$ cat src/rtl/vga_pkg.sv
// Shared constants for the VGA draw chain: counter/colour widths and the
// visible frame size. Every stage in the pipeline imports this package.
package vga_pkg;

    localparam int CNT_W      = 11;                // hcount/vcount width
    localparam int RGB_W      = 12;                // 4:4:4 colour width
    localparam int POS_W      = 12;                // rectangle position width
    localparam int HOR_PIXELS = 1024;              // visible pixels per line
    localparam int VER_PIXELS = 768;               // visible lines per frame
    localparam int TIMING_W   = 2 * CNT_W + 4;     // hcount + vcount + 4 flags

endpackage

$ cat src/rtl/draw_rect_if.sv
// Pixel-stream bundle around draw_rect: position from draw_rect_ctl,
// incoming timing/colour, and the delayed timing/colour going downstream.
// There is no handshake: one pixel moves per clock, every clock.
interface draw_rect_if;
    import vga_pkg::*;

    logic [POS_W-1:0] xpos;
    logic [POS_W-1:0] ypos;

    logic [CNT_W-1:0] hcount_in;
    logic [CNT_W-1:0] vcount_in;
    logic             hsync_in;
    logic             vsync_in;
    logic             hblnk_in;
    logic             vblnk_in;
    logic [RGB_W-1:0] rgb_in;

    logic [CNT_W-1:0] hcount_out;
    logic [CNT_W-1:0] vcount_out;
    logic             hsync_out;
    logic             vsync_out;
    logic             hblnk_out;
    logic             vblnk_out;
    logic [RGB_W-1:0] rgb_out;

    // The draw stage consumes the *_in side and produces the *_out side.
    modport slave (
        input  xpos, ypos,
        input  hcount_in, vcount_in, hsync_in, vsync_in, hblnk_in, vblnk_in, rgb_in,
        output hcount_out, vcount_out, hsync_out, vsync_out, hblnk_out, vblnk_out, rgb_out
    );

    // The upstream stage (or a bench) drives the *_in side.
    modport master (
        output xpos, ypos,
        output hcount_in, vcount_in, hsync_in, vsync_in, hblnk_in, vblnk_in, rgb_in,
        input  hcount_out, vcount_out, hsync_out, vsync_out, hblnk_out, vblnk_out, rgb_out
    );

endinterface

$ cat src/rtl/draw_rect_delay.sv
// Generic register chain: dout is din delayed by CLK_DEL clocks (CLK_DEL >= 1).
// Asynchronous active-high reset clears every stage.
module delay #(
    parameter int WIDTH   = 26,
    parameter int CLK_DEL = 2
) (
    input  logic             clk,
    input  logic             rst,
    input  logic [WIDTH-1:0] din,
    output logic [WIDTH-1:0] dout
);

    logic [WIDTH-1:0] pipe_q [CLK_DEL];

    // Shift din through CLK_DEL registers.
    always_ff @(posedge clk or posedge rst) begin
        if (rst) begin
            for (int i = 0; i < CLK_DEL; i++) begin
                pipe_q[i] <= '0;
            end
        end else begin
            pipe_q[0] <= din;
            for (int i = 1; i < CLK_DEL; i++) begin
                pipe_q[i] <= pipe_q[i-1];
            end
        end
    end

    assign dout = pipe_q[CLK_DEL-1];

endmodule

$ cat src/rtl/draw_rect.sv
// Overlays a fixed-size solid rectangle onto the VGA pixel stream.
// Position is latched once per frame on the rising edge of vblank so the
// rectangle never tears; timing signals pass through a 2-cycle delay so they
// stay aligned with the recoloured pixels.
module draw_rect
    import vga_pkg::*;
#(
    parameter int               RECT_WIDTH  = 48,
    parameter int               RECT_HEIGHT = 64,
    parameter logic [RGB_W-1:0] RECT_COLOR  = 12'hF0F
) (
    input  logic       clk,
    input  logic       rst,
    draw_rect_if.slave bus
);

    // Frame latch state.
    logic             vblnk_prev_q;
    logic [POS_W-1:0] x_q, x_d;
    logic [POS_W-1:0] y_q, y_d;

    // Pipeline stage 1 and 2 colour path.
    logic [RGB_W-1:0] rgb_s1_q;
    logic             inside_s1_q;
    logic             blank_s1_q;
    logic             inside_d;
    logic             blank_d;
    logic [RGB_W-1:0] rgb_s2_q, rgb_s2_d;

    // 13-bit hit-test operands: position + size cannot wrap back to the origin.
    logic [12:0] h_ext, v_ext, x_ext, y_ext, x_end, y_end;

    logic [TIMING_W-1:0] timing_in, timing_out;

    // Capture a new position only on the vblank rising edge.
    always_comb begin
        x_d = x_q;
        y_d = y_q;
        if (bus.vblnk_in && !vblnk_prev_q) begin
            x_d = bus.xpos;
            y_d = bus.ypos;
        end
    end

    // Frame latch registers.
    always_ff @(posedge clk or posedge rst) begin
        if (rst) begin
            vblnk_prev_q <= 1'b0;
            x_q          <= '0;
            y_q          <= '0;
        end else begin
            vblnk_prev_q <= bus.vblnk_in;
            x_q          <= x_d;
            y_q          <= y_d;
        end
    end

    assign h_ext = {2'b00, bus.hcount_in};
    assign v_ext = {2'b00, bus.vcount_in};
    assign x_ext = {1'b0, x_q};
    assign y_ext = {1'b0, y_q};
    assign x_end = x_ext + 13'(RECT_WIDTH);
    assign y_end = y_ext + 13'(RECT_HEIGHT);

    // Hit test against the latched rectangle, plus the combined blanking flag.
    always_comb begin
        inside_d = (h_ext >= x_ext) && (h_ext < x_end) &&
                   (v_ext >= y_ext) && (v_ext < y_end);
        blank_d  = bus.hblnk_in | bus.vblnk_in;
    end

    // Stage 1: register upstream colour and the per-pixel decisions.
    always_ff @(posedge clk or posedge rst) begin
        if (rst) begin
            rgb_s1_q    <= '0;
            inside_s1_q <= 1'b0;
            blank_s1_q  <= 1'b0;
        end else begin
            rgb_s1_q    <= bus.rgb_in;
            inside_s1_q <= inside_d;
            blank_s1_q  <= blank_d;
        end
    end

    // Colour select: blanking wins, then the rectangle, then the background.
    always_comb begin
        rgb_s2_d = rgb_s1_q;
        if (blank_s1_q) begin
            rgb_s2_d = '0;
        end else if (inside_s1_q) begin
            rgb_s2_d = RECT_COLOR;
        end
    end

    // Stage 2: output colour register.
    always_ff @(posedge clk or posedge rst) begin
        if (rst) begin
            rgb_s2_q <= '0;
        end else begin
            rgb_s2_q <= rgb_s2_d;
        end
    end

    assign bus.rgb_out = rgb_s2_q;

    // Timing signals ride a matching 2-cycle chain, unmodified.
    assign timing_in = {bus.hcount_in, bus.vcount_in,
                        bus.hsync_in, bus.vsync_in, bus.hblnk_in, bus.vblnk_in};

    delay #(
        .WIDTH   (TIMING_W),
        .CLK_DEL (2)
    ) u_timing_delay (
        .clk  (clk),
        .rst  (rst),
        .din  (timing_in),
        .dout (timing_out)
    );

    assign {bus.hcount_out, bus.vcount_out,
            bus.hsync_out, bus.vsync_out, bus.hblnk_out, bus.vblnk_out} = timing_out;

endmodule

$ cat src/flat_wrapper.sv
// flat-port wrapper written by rule: the top's interface ports become plain ports
module draw_rect_flat import vga_pkg::*;
#(
    parameter int               RECT_WIDTH  = 48,
    parameter int               RECT_HEIGHT = 64,
    parameter logic [RGB_W-1:0] RECT_COLOR  = 12'hF0F
)
  (clk, rst, bus_xpos, bus_ypos, bus_hcount_in, bus_vcount_in, bus_hsync_in, bus_vsync_in, bus_hblnk_in, bus_vblnk_in, bus_rgb_in, bus_hcount_out, bus_vcount_out, bus_hsync_out, bus_vsync_out, bus_hblnk_out, bus_vblnk_out, bus_rgb_out);
  draw_rect_if bus_i ();
  input  logic clk;
  input  logic rst;
  input wire logic [$bits(bus_i.xpos)-1:0] bus_xpos;
  input wire logic [$bits(bus_i.ypos)-1:0] bus_ypos;
  input wire logic [$bits(bus_i.hcount_in)-1:0] bus_hcount_in;
  input wire logic [$bits(bus_i.vcount_in)-1:0] bus_vcount_in;
  input wire logic [$bits(bus_i.hsync_in)-1:0] bus_hsync_in;
  input wire logic [$bits(bus_i.vsync_in)-1:0] bus_vsync_in;
  input wire logic [$bits(bus_i.hblnk_in)-1:0] bus_hblnk_in;
  input wire logic [$bits(bus_i.vblnk_in)-1:0] bus_vblnk_in;
  input wire logic [$bits(bus_i.rgb_in)-1:0] bus_rgb_in;
  output wire logic [$bits(bus_i.hcount_out)-1:0] bus_hcount_out;
  output wire logic [$bits(bus_i.vcount_out)-1:0] bus_vcount_out;
  output wire logic [$bits(bus_i.hsync_out)-1:0] bus_hsync_out;
  output wire logic [$bits(bus_i.vsync_out)-1:0] bus_vsync_out;
  output wire logic [$bits(bus_i.hblnk_out)-1:0] bus_hblnk_out;
  output wire logic [$bits(bus_i.vblnk_out)-1:0] bus_vblnk_out;
  output wire logic [$bits(bus_i.rgb_out)-1:0] bus_rgb_out;
  assign bus_i.xpos = bus_xpos;
  assign bus_i.ypos = bus_ypos;
  assign bus_i.hcount_in = bus_hcount_in;
  assign bus_i.vcount_in = bus_vcount_in;
  assign bus_i.hsync_in = bus_hsync_in;
  assign bus_i.vsync_in = bus_vsync_in;
  assign bus_i.hblnk_in = bus_hblnk_in;
  assign bus_i.vblnk_in = bus_vblnk_in;
  assign bus_i.rgb_in = bus_rgb_in;
  assign bus_hcount_out = bus_i.hcount_out;
  assign bus_vcount_out = bus_i.vcount_out;
  assign bus_hsync_out = bus_i.hsync_out;
  assign bus_vsync_out = bus_i.vsync_out;
  assign bus_hblnk_out = bus_i.hblnk_out;
  assign bus_vblnk_out = bus_i.vblnk_out;
  assign bus_rgb_out = bus_i.rgb_out;
  draw_rect #(.RECT_WIDTH(RECT_WIDTH), .RECT_HEIGHT(RECT_HEIGHT), .RECT_COLOR(RECT_COLOR)) u_core (.clk(clk), .rst(rst), .bus(bus_i));
endmodule
$ cat config.mk
export PLATFORM = sky130hd
export DESIGN_NAME = draw_rect_flat
export DESIGN_NICKNAME = d
export VERILOG_FILES = /design/src/rtl/vga_pkg.sv /design/src/rtl/draw_rect_if.sv /design/src/rtl/draw_rect_delay.sv /design/src/rtl/draw_rect.sv /design/src/flat_wrapper.sv
export SDC_FILE = /design/constraint.sdc
export NUM_CORES = 1
export LEC_CHECK = 0
export ABC_AREA = 1
export CORE_ASPECT_RATIO = 0.6
export CORE_MARGIN = 2
export CORE_UTILIZATION = 53
export DETAILED_ROUTE_END_ITERATION = 10
export GPL_TIMING_DRIVEN = 0
export PLACE_DENSITY_LB_ADDON = 0.1
export SLEW_MARGIN = 30
export SYNTH_ARGS = -nofsm -noshare
export SYNTH_HDL_FRONTEND = slang
export SYNTH_SLANG_ARGS = --single-unit
export TNS_END_PERCENT = 20
$ cat constraint.sdc
create_clock -name clk -period 8.92 [get_ports clk]
set_clock_uncertainty 0.2 [all_clocks]
set_input_delay 1.784 -clock clk [delete_from_list [all_inputs] [get_ports clk]]
set_output_delay 1.784 -clock clk [all_outputs]
set_load 0.01 [all_outputs]
==> summary.txt <==
Power
  – P_leak: 2.85 nW
  – Worst VDD drop: 0.000125 V
  – Pwr Total: 1.12 mW
  – Combinational Power Share: a little under a fifth
  – Power density over the cells: 193 nW/µm²
  – Flop pwr share: 45.6%
  – Clock share of power: 36.4%
  – Net Switching: 282 µW
  – Internal power: 835 µW
  – Sw frac: 25.3%

Clock network
  – Setup repair bufs after CTS: 0
  – Root buf cell: clkbuf_16
  – CTS Buf Count: 9
  – Worst-path clk slew: approximately 0.06 ns
  – H-tree levels: 3
  – CTS Hold Buffers Added: 0
  – Post-CTS resize count: 0
  – Clock Path Buffers: 2
  – Clk Latency, worst-skew pair: 0.34 ns
  – CTS tree: done
  – CTS Sinks: slightly above 100

Cells and area
  – Synthesis-to-layout area growth: 34.8%
  – Post-layout nets: 626
  – Final core occ: 73.7%
  – Commonest non-fill, non-tap cell in the layout: dfrtp_1
  – # diodes: 0
  – Register area: 2550 µm²
  – Commonest cells after routing, fill and taps aside: dfrtp_1, clkdlybuf4s50_1, nand2_1
  – Share of cells above drive strength 1: between 9 and 10%
  – Area of the multi-input gates: 1360 µm²
  – FILL cells: 570

STA
  – Slew Limit Fails: 0
  – Tcrit/Tclk final: 37.0%
  – Endpoints failing setup: 0
  – Total negative slack: 0 ns
  – Min Tclk post-route: 3.30 ns
  – RSZ-0062 raised after global routing: no
  – Hold Slack: approximately 0.15 ns
  – Maximum clock rate: 303 MHz
  – Final Hold Viols: 0
  – Max-slew headroom: 66.1%
  – Worst slew pin tran: 0.509 ns

Setup path
  – CP max stage delay: 0.48 ns
  – Cell Chain, Critical Path: buf_4 > clkdlybuf4s50_1
  – Setup Crit Path Kind: flop to primary output
  – CP Launch Type: flop
  – Crit-path slowest cell: clkdlybuf4s50_1
  – CP Capture Type: primary output
  – Crit Path Max Fanout: 1
  – Worst EP required: 6.94 ns
  – Arrival @ worst endpoint: between 1 and 1.5 ns

Detailed routing
  – WL per Instance: 13.5 µm
  – Via count: 3031
  – WL final: 8.64 mm
  – Antenna Nets Post-Route: 0
  – Vias per cell: 4.75
  – DRC viols: 0
  – DR iter-0 viols: 190
  – First-pass iteration count of the detailed router: 4

Global routing
  – Met2 Use GR: 33.6%
  – Initial antenna violation count: 0
  – GRT met3 Usage: 5.90%
  – Total GRT Usage: 21.6%
  – GR met1 Demand/Resource: 29.5%
  – Vias in the first global route: ~3000
  – Grt total ovfl: 0
  – First-pass GRT wire length: roughly 14 mm
  – Grt peak-use layer: met2
  – Largest net degree at the start of global routing: just over 70

Synthesis
  – Seq/Total Area, Yosys: 59.5%
  – Synthesized instance count: 413
  – Yosys reg bits: 102
  – Yosys Warn Count: 0
  – Post-synth top flop: dfrtp_1
  – Syn Area/Cell: 10.4 µm²
  – Unique masters post-synth: 27
  – Net Count, Synth: ~510
  – Post-synth EDFFs: 0
  – Cell Area, Synth: 4290 µm²
  – Fraction of registers with async set/reset: 100%

Min path
  – Hold Path Class: flop to flop

Place
  – IO buf count: 101
  – Final GP Congestion: 0.844
  – Dpl hpwl: 6.36 mm

Floorplanning
  – Row cnt: 25
  – Initial core utilization: 54.7%
  – Core Area: 7850 µm²
  – IO Count: 102
  – Die width: 120 µm
  – DIE HEIGHT: 73.7 µm
  – Die area: 8860 µm²

Status
  – Status: finished, final reports clean

Flow run
  – Max-Cap Viols: 0
synth_stat cells (2+ instances only):
library cell  number  area (µm²)
dfrtp_1          102        2550
nand2_1           58         218
nor2_1            55         206
inv_1             49         184
a21oi_1           36         180
ha_1              36         450
buf_4             22         165
nand3_1           16        80.1
o21ai_0            7        35.0
xor2_1             5        43.8
clkbuf_1           4        15.0
nand4_1            4        25.0
nor2_2             3        18.8
buf_2              2        10.0
mux2_2             2        22.5
layout make-up:
type,count,share of cell area (%)
Clock buffer,9,3.89
Tap cell,108,2.34
Multi-Input combinational cell,232,23.5
Buffer,28,3.29
Timing Repair Buffer,102,18.0
Sequential cell,102,44.1
Clock inverter,6,1.51
Inverter,51,3.40
registers in the layout, summed over array words and instances (netlist names):
register / cells
u_core.rgb_s1_q: 12
u_core.u_timing_delay.pipe_q: 26
u_core.y_q: 12
u_core.x_q: 12
u_core.inside_s1_q: 1
u_core.u_timing_delay.dout: 26
u_core.blank_s1_q: 1
u_core.bus.rgb_out: 12
cell families after synthesis:
logic type | share of synthesized area [%]
xor gates and xnor gates | 1.22
DFF | 59.5
buffers and inverters | 8.89
AOI/OAI and AO/OA | 5.36
muxes | 0.525
and+or+nand+nor | 14.0
adders and majority gates | 10.5
per-stage QoR:
step | instances | setup WS, ns | cell area [µm²]
finish | 638 | 5.62 | 5780
global route | 638 | 5.50 | 5780
CTS | 638 | 5.60 | 5780
detailed placement | 623 | 5.31 | 5470
global placement | 622 | 2.89 | 5440
floorplan | 413 | 4.26 | 4290
power groups by stage:
stage	Combinational (mW)	Clock, mW	Sequential [mW]
3_5_place_dp	0.200	0	0.517
3_3_place_gp	0.191	0	0.516
6_report	0.202	0.406	0.509
5_1_grt	0.232	0.435	0.512
2_1_floorplan	0.119	0	0.515
4_1_cts	0.204	0.413	0.509
per-layer routing:
layer	routed length (µm)	share of wire, %
met1	4150	48
met2	3900	45
met3	482	5.6
met4	110	1.3
met5	0	0
worst max-delay path, delay by kind of cell, from the launching register on:
family	cells	cell delay, ns
buf+inv	2	0.61
flops	1	0.38
final timing paths:
path | start | to | slack, ns | cells after the start
min in group asynchronous | rst | u_core.u_timing_delay.dout[2] | 1.58 | 2
setup reg to reg | u_core.x_q[4] | u_core.inside_s1_q | 6.49 | 13
setup / recovery | u_core.u_timing_delay.dout[19] | bus_hcount_out[4] | 5.62 | 2
max in group asynchronous | rst | u_core.y_q[7] | 6.32 | 3
hold reg to reg | u_core.u_timing_delay.pipe_q[51] | u_core.u_timing_delay.dout[25] | 0.15 | 0
hold / removal | u_core.u_timing_delay.pipe_q[51] | u_core.u_timing_delay.dout[25] | 0.15 | 0
Power figures use the tool's default switching activity.
